**src/rtl/writeback.sv**
```systemverilog
// writeback: retires the memory-stage bundle into the integer register file.
// Also owns the pending-write scoreboard, branch redirect and end-of-program flush.
module writeback #(
  parameter int NUM_REGS = 32,
  parameter int XLEN     = 64,
  localparam int AW      = $clog2(NUM_REGS)
) (
  input  logic                clk,
  input  logic                rst,
  input  logic [XLEN-1:0]     mem_result_q,
  input  logic                mem_result_valid_q,
  input  logic                mem_result_is_branch_addr_q,
  input  logic                mem_write_to_rd_q,
  input  logic [AW-1:0]       mem_rd_q,
  input  logic                mem_should_end_program_q,
  input  logic [AW-1:0]       rs1_addr,
  input  logic [AW-1:0]       rs2_addr,
  output logic [XLEN-1:0]     rs1_data,
  output logic [XLEN-1:0]     rs2_data,
  input  logic                issue_valid,
  input  logic                issue_writes_rd,
  input  logic [AW-1:0]       issue_rd,
  output logic [NUM_REGS-1:0] rd_busy,
  output logic                branch_invalidate,
  output logic [XLEN-1:0]     branch_target,
  output logic                cache_flush_req,
  input  logic                cache_flush_done,
  output logic                halted,
  output logic [63:0]         instret
);

  typedef enum logic [1:0] {
    RUN,
    FLUSH,
    HALTED
  } state_t;

  state_t state;

  logic [XLEN-1:0] regs [NUM_REGS];
  logic [NUM_REGS-1:0] busy_next;
  logic accepted;
  logic wr_en;
  logic issue_set;

  assign accepted  = mem_result_valid_q && (state == RUN);
  assign wr_en     = accepted && mem_write_to_rd_q
                   && !mem_result_is_branch_addr_q
                   && (mem_rd_q != '0);
  assign issue_set = issue_valid && issue_writes_rd
                   && (issue_rd != '0);

  assign branch_invalidate = accepted && mem_result_is_branch_addr_q;
  assign branch_target     = mem_result_q;

  // Read ports: x0 is hardwired, same-cycle write is bypassed.
  always_comb begin
    rs1_data = regs[rs1_addr];
    if (rs1_addr == '0)
      rs1_data = '0;
    else if (wr_en && (rs1_addr == mem_rd_q))
      rs1_data = mem_result_q;
  end

  // Second read port, same rules as the first.
  always_comb begin
    rs2_data = regs[rs2_addr];
    if (rs2_addr == '0)
      rs2_data = '0;
    else if (wr_en && (rs2_addr == mem_rd_q))
      rs2_data = mem_result_q;
  end

  // Scoreboard next state: redirect wipes, retire clears, issue set wins.
  always_comb begin
    busy_next = rd_busy;
    if (branch_invalidate)
      busy_next = '0;
    else if (wr_en)
      busy_next[mem_rd_q] = 1'b0;
    if (issue_set)
      busy_next[issue_rd] = 1'b1;
    busy_next[0] = 1'b0;
  end

  // Register file storage.
  always_ff @(posedge clk or negedge rst) begin
    if (!rst) begin
      for (int i = 0; i < NUM_REGS; i++)
        regs[i] <= '0;
    end else if (wr_en) begin
      regs[mem_rd_q] <= mem_result_q;
    end
  end

  // Scoreboard register.
  always_ff @(posedge clk or negedge rst) begin
    if (!rst)
      rd_busy <= '0;
    else
      rd_busy <= busy_next;
  end

  // Retired-entry counter; wraps naturally at 2^64.
  always_ff @(posedge clk or negedge rst) begin
    if (!rst)
      instret <= '0;
    else if (accepted)
      instret <= instret + 64'd1;
  end

  // End-of-program sequencer with registered handshake outputs.
  always_ff @(posedge clk or negedge rst) begin
    if (!rst) begin
      state           <= RUN;
      cache_flush_req <= 1'b0;
      halted          <= 1'b0;
    end else begin
      case (state)
        RUN: begin
          if (accepted && mem_should_end_program_q) begin
            state           <= FLUSH;
            cache_flush_req <= 1'b1;
          end
        end
        FLUSH: begin
          if (cache_flush_done) begin
            state           <= HALTED;
            cache_flush_req <= 1'b0;
            halted          <= 1'b1;
          end
        end
        HALTED: begin
          state <= HALTED;
        end
        default: begin
          state           <= RUN;
          cache_flush_req <= 1'b0;
          halted          <= 1'b0;
        end
      endcase
    end
  end

endmodule

```
**config.mk**
```make
export PLATFORM = sky130hd
export DESIGN_NAME = writeback
export DESIGN_NICKNAME = d
export VERILOG_FILES = /design/src/rtl/writeback.sv
export SDC_FILE = /design/constraint.sdc
export NUM_CORES = 2
export LEC_CHECK = 0
export CAP_MARGIN = 20
export CORE_ASPECT_RATIO = 1.75
export CORE_MARGIN = 4
export CORE_UTILIZATION = 60
export CTS_CLUSTER_DIAMETER = 150
export DETAILED_ROUTE_END_ITERATION = 6
export PLACE_DENSITY = 0.78
export SYNTH_ARGS = -nofsm -noshare
export SYNTH_HDL_FRONTEND = slang
export SYNTH_SLANG_ARGS = --single-unit
export TNS_END_PERCENT = 5
```
**constraint.sdc**
```tcl
create_clock -name clk -period 7.2 [get_ports clk]
set_input_delay 1.44 -clock clk [delete_from_list [all_inputs] [get_ports clk]]
set_output_delay 1.44 -clock clk [all_outputs]
set_load 0.01 [all_outputs]
```
; ---- After elaboration in Yosys (flattened, before gate mapping)
; Index checks and enable logic that the tools add are counted.
[totals]
wordCells = 111
reg_bits = 2147
[classes]
eq_ne = 6
muxes = 28
bitwise = 8
n_addsub = 1
n_reduce_logical = 23
magnitude_cmp = 8
[op_table]
columns = op, n
row1 = $bwmux 2048, 1
row2 = $bmux 64 s5, 2
row3 = $mux 64, 9
row4 = $demux 64 s5, 1
row5 = $mux 32, 3
row6 = $add 64x1->64 const B, 1
row7 = $and 32x32->32, 1
row8 = $not 32->32, 1
row9 = $or 32x32->32, 1
row10 = $ge 6x6->1 const B, 3
row11 = $not 5->6, 3
row12 = $logic_and 1x1->1, 13
row13 = $lt 5x6->1 const B, 2
row14 = $demux 1 s5, 2
row15 = $eq 5x5->1, 2
row16 = $ge 5x1->1 const B, 2
row17 = $logic_not 5->1, 2
row18 = $reduce_bool 5->1, 2
row19 = $lt 6x1->1 const B, 1
row20 = $pmux 2 s3, 1
row21 = $mux 1, 5
row22 = $mux 2, 2
row23 = $reduce_and 2->1, 2
row24 = $pmux 1 s3, 1
row25 = other kinds (10), 11

; ---- Longest topological paths before layout
[logic_depth]
word_depth = 10
depth_mapped = 12

; ---- Worst setup path after synthesis
; OpenSTA, ideal clock, no wires.
[synth_timing]
kind = input -> output
start = input rs1_addr[0]
end = output rs1_data[56]
slack_ps = 2454
arrival_time_ps = 3306
required_ps = 5760
cell_stages = 9
path_buffers = 4
path_cell_list = buf_2 > buf_6 > buf_4 > buf_2 > mux4_2 > a211oi_1 > a21oi_1 > a22oi_1 > nand2_1
[synth_via]
elab_chain_cells = 6
word_cells_on_any_way = 9
classes_between = 1 x eq/ne / 5 x mux / 1 x bitwise / 2 x reduce/logical
[synth_lines]
columns = item, line
row1 = from (decl), 16  ; input logic [AW-1:0] rs1_addr,
row2 = $not 5->6 (implied by the code), 58  ; rs1_data = regs[rs1_addr];
row3 = $bmux 64 s5, 58
row4 = $mux 64 (implied by the code) (2 in series), 58
row5 = $mux 64, 61  ; else if (wr_en && (rs1_addr == mem_rd_q))
row6 = $mux 64 *, 59  ; if (rs1_addr == '0)
row7 = to (decl), 18  ; output logic [XLEN-1:0] rs1_data,
; Every way passes the cells marked *; elsewhere a longest branch is shown, timed or not. The select of a mux whose other input is x is not followed.

; ---- Worst setup path in the final report
[layout_timing]
start = input mem_result_valid_q
end = output rs1_data[48]
[layout_via]
elab_chain_cells = 7
[layout_lines]
columns = item, line
row1 = from (decl), 11  ; input logic mem_result_valid_q,
row2 = $logic_and 1x1->1, 46  ; assign accepted = mem_result_valid_q && (state == RUN);
row3 = $logic_and 1x1->1, 47  ; assign wr_en = accepted && mem_write_to_rd_q
row4 = $logic_and 1x1->1, 48  ; && !mem_result_is_branch_addr_q
row5 = $logic_and 1x1->1, 49  ; && (mem_rd_q != '0);
row6 = $logic_and 1x1->1, 61
row7 = $mux 64, 61
row8 = $mux 64, 59
; No other way between the ends.

==> results.ini <==
[clocking]
cts-root-buf = clkbuf_16
cts_sinks = 2147
post_cts_buffers = 0
cts_resized = 0
tritoncts.num_buffers = 203
clk_latency_ns = 0.86
clock_tree.buffer_depth = 4
cts_hold_buf = 0
h-tree-depth = 4
cts_tree = done
path_clk_slew_ns = 0.07

[floorplanning]
ios = 384
die_y_um = 587
die_x_um = 339
design.die.area_sq_um = 199000
start_util = 0.603
rows = 212
core_region_area_sq_um = 191000

[synth]
yosysSeqAreaShare = 0.467
yosysTopAreaCellShare = 0.467
synthTopCellsByArea = dfrtp_1 (47%), mux2_2 (20%), mux4_2 (19%), mux2i_1 (2.9%), clkbuf_1 (1.5%)
yosysMostFrequentCell = dfrtp_1
async_flop_share = 1.00
avgSynthCellArea_sq_um = 14.6
synth_edf_count = 0
synth_top_flop_cell = dfrtp_1
netlist_instances = 7873
synth-seq-cells = 2147
synth_area_leader_cell = dfrtp_1
syn_nets = 7971
synth_common_cells = dfrtp_1 (2147), mux2_2 (1996), mux4_2 (985)
synth-warning-count = 0
synth.distinct_cells = 65
synth_area_sq_um = 115000

[worst_setup_path]
arrival_ns = 5.40
crit_path_end_kind = output port
crit_start = mem_result_valid_q
crit_path_max_fanout = 28
r2r_start = state[0]
crit_type = input port to output port
start_kind = input port
cp_data_required_time_ns = 5.76

[timing]
min_period_over_period = 0.951
finalHoldViolCount = 0
finalSetupViolations = 0
worstMarginPinSlew_ns = 1.23
fin_crit_ns = 6.84
max_freq_mhz = 146
rsz0062_at_grt = no
fin_skew_ns = 0.0256
fin_tns_setup_ns = 0
hold_ws_ns = 0.397
final_max_slew_viol_count = 0
max_slew_margin = 0.181

[placed_design]
port_buffers = 382
gp_congestion = 0.895
place_hpwl_mm = 225

[global_route]
grt_pass1_vias = 82300
grt_pass1_wl_mm = 557
antenna_found_initial = 24
grt-ovfl-total = 0
grt_max_degree = 181
grt_usage = 0.380

[detailed_routing]
drtIter0Drc = 9175
vias = 78500
wirelength_mm = 381
wl_per_cell_um = 36.4
dr.pass1.iters = 6
viasPerCell = 7.50
postRouteAntennaNets = 0
drc_errors = 0

[pwr]
ir_drop_mv = 0.203
total_leakage_power_nw = 58.9
powerDensity_nw_per_um2 = 231

[run_status]
status = finished, final reports clean

[cells_and_area]
nNetsFinal = 7930
area_delta_synth_final_pct = 11.7
fillCellCount = 12900
ff_latch_area_sq_um = 53700
drive_gt1_frac = 0.466
final_util = 0.674
multiInputGateArea_sq_um = 56900

[min_path]
holdCritPathClass = flop to flop
hold_start = regs[2033]

[flow_run]
max-cap-violations = 0

-- path summary, 6_finish.rpt --
| path | endpoint | slack (ns) | depth (start not counted) |
|---|---|---|---|
| min reg2reg | regs[2033] | 0.40 | 0 |
| min | regs[2033] | 0.40 | 0 |
| max reg2reg | regs[1319] | 2.57 | 8 |
| max in group asynchronous | regs[1699] | 4.60 | 3 |
| max | rs1_data[48] | 0.36 | 9 |
| min in group asynchronous | regs[485] | 0.61 | 1 |
-- final cells by class --
cell class | count | area share
sequential | 2147 | 0.418
multi-input combinational | 4760 | 0.443
inverter | 11 | 0.000467
tap | 2461 | 0.0240
antenna | 13 | 0.000253
timing repair buffer | 709 | 0.0606
clock inverter | 63 | 0.00653
clock buffer | 296 | 0.0467
-- critical path, cell delays in order --
cell,delay (ns)
clkdlybuf4s50_1,0.57
nand2_1,0.15
nor3b_2,0.88
and4_4,0.98
nor2_1,0.11
buf_4,0.29
o211ai_1,0.14
nand2_1,0.25
clkdlybuf4s50_1,0.56
-- layer usage --
layer  share of wire  vias to the layer above  GRT usage
met2            0.46                     5217      0.588
li1                -                    30000          -
met5         0.00045                        -          0
met1            0.35                    41700      0.472
met4           0.081                       24      0.253
met3            0.11                     1544      0.102
-- power breakdown --
group | leakage, nW | switching (mW) | total, mW | internal (mW)
registers | 29.7 | 0.791 | 13.9 | 13.1
logic | 25.8 | 2.19 | 4.56 | 2.38
clock network | 3.37 | 4.86 | 11.3 | 6.42
total | 58.9 | 7.84 | 29.7 | 21.9
-- logic make-up after synthesis --
kind of cell	Yosys count	synth area share
simple gates	684	0.0285
xor+xnor	73	0.00556
flops	2147	0.467
buf+inv	966	0.0410
fa+ha+maj	5	0.000544
compound gates	684	0.0403
other cells	1	0.0000326
mux	3313	0.417
-- cell usage in the layout, fill, tap and decap left out, drive strengths merged, types with 58 or more instances in the layout --
master and n:
dfrtp 2147, mux2 1996, mux2i 332, o22ai 84, clkbuf 305, mux4 985, buf 329, clkdlybuf4s50 371
a221o 65, a21oi 116, a221oi 58, nor2 176, o21ai 163, nand3 69, nand2 223
-- sequential cells by signal, summed over array words and instances (netlist names) --
signal / cells
instret: 64
state: 2
regs: 2048
halted: 1
cache_flush_req: 1
rd_busy: 31
-- metrics by stage --
step / worst slack [ns] / power, mW / instance area [sq um] / instances
after floorplan: 2.45 / 16.8 / 115000 / 7873
after CTS: 0.577 / 29.7 / 128000 / 10400
after global placement: 0.422 / 18.3 / 121000 / 10100
final: 0.356 / 29.7 / 128000 / 10500
after global routing: 0.420 / 30.6 / 128000 / 10400
after detailed placement: 0.604 / 18.5 / 121000 / 10100
Note: power is estimated with default switching activity, not from simulation.
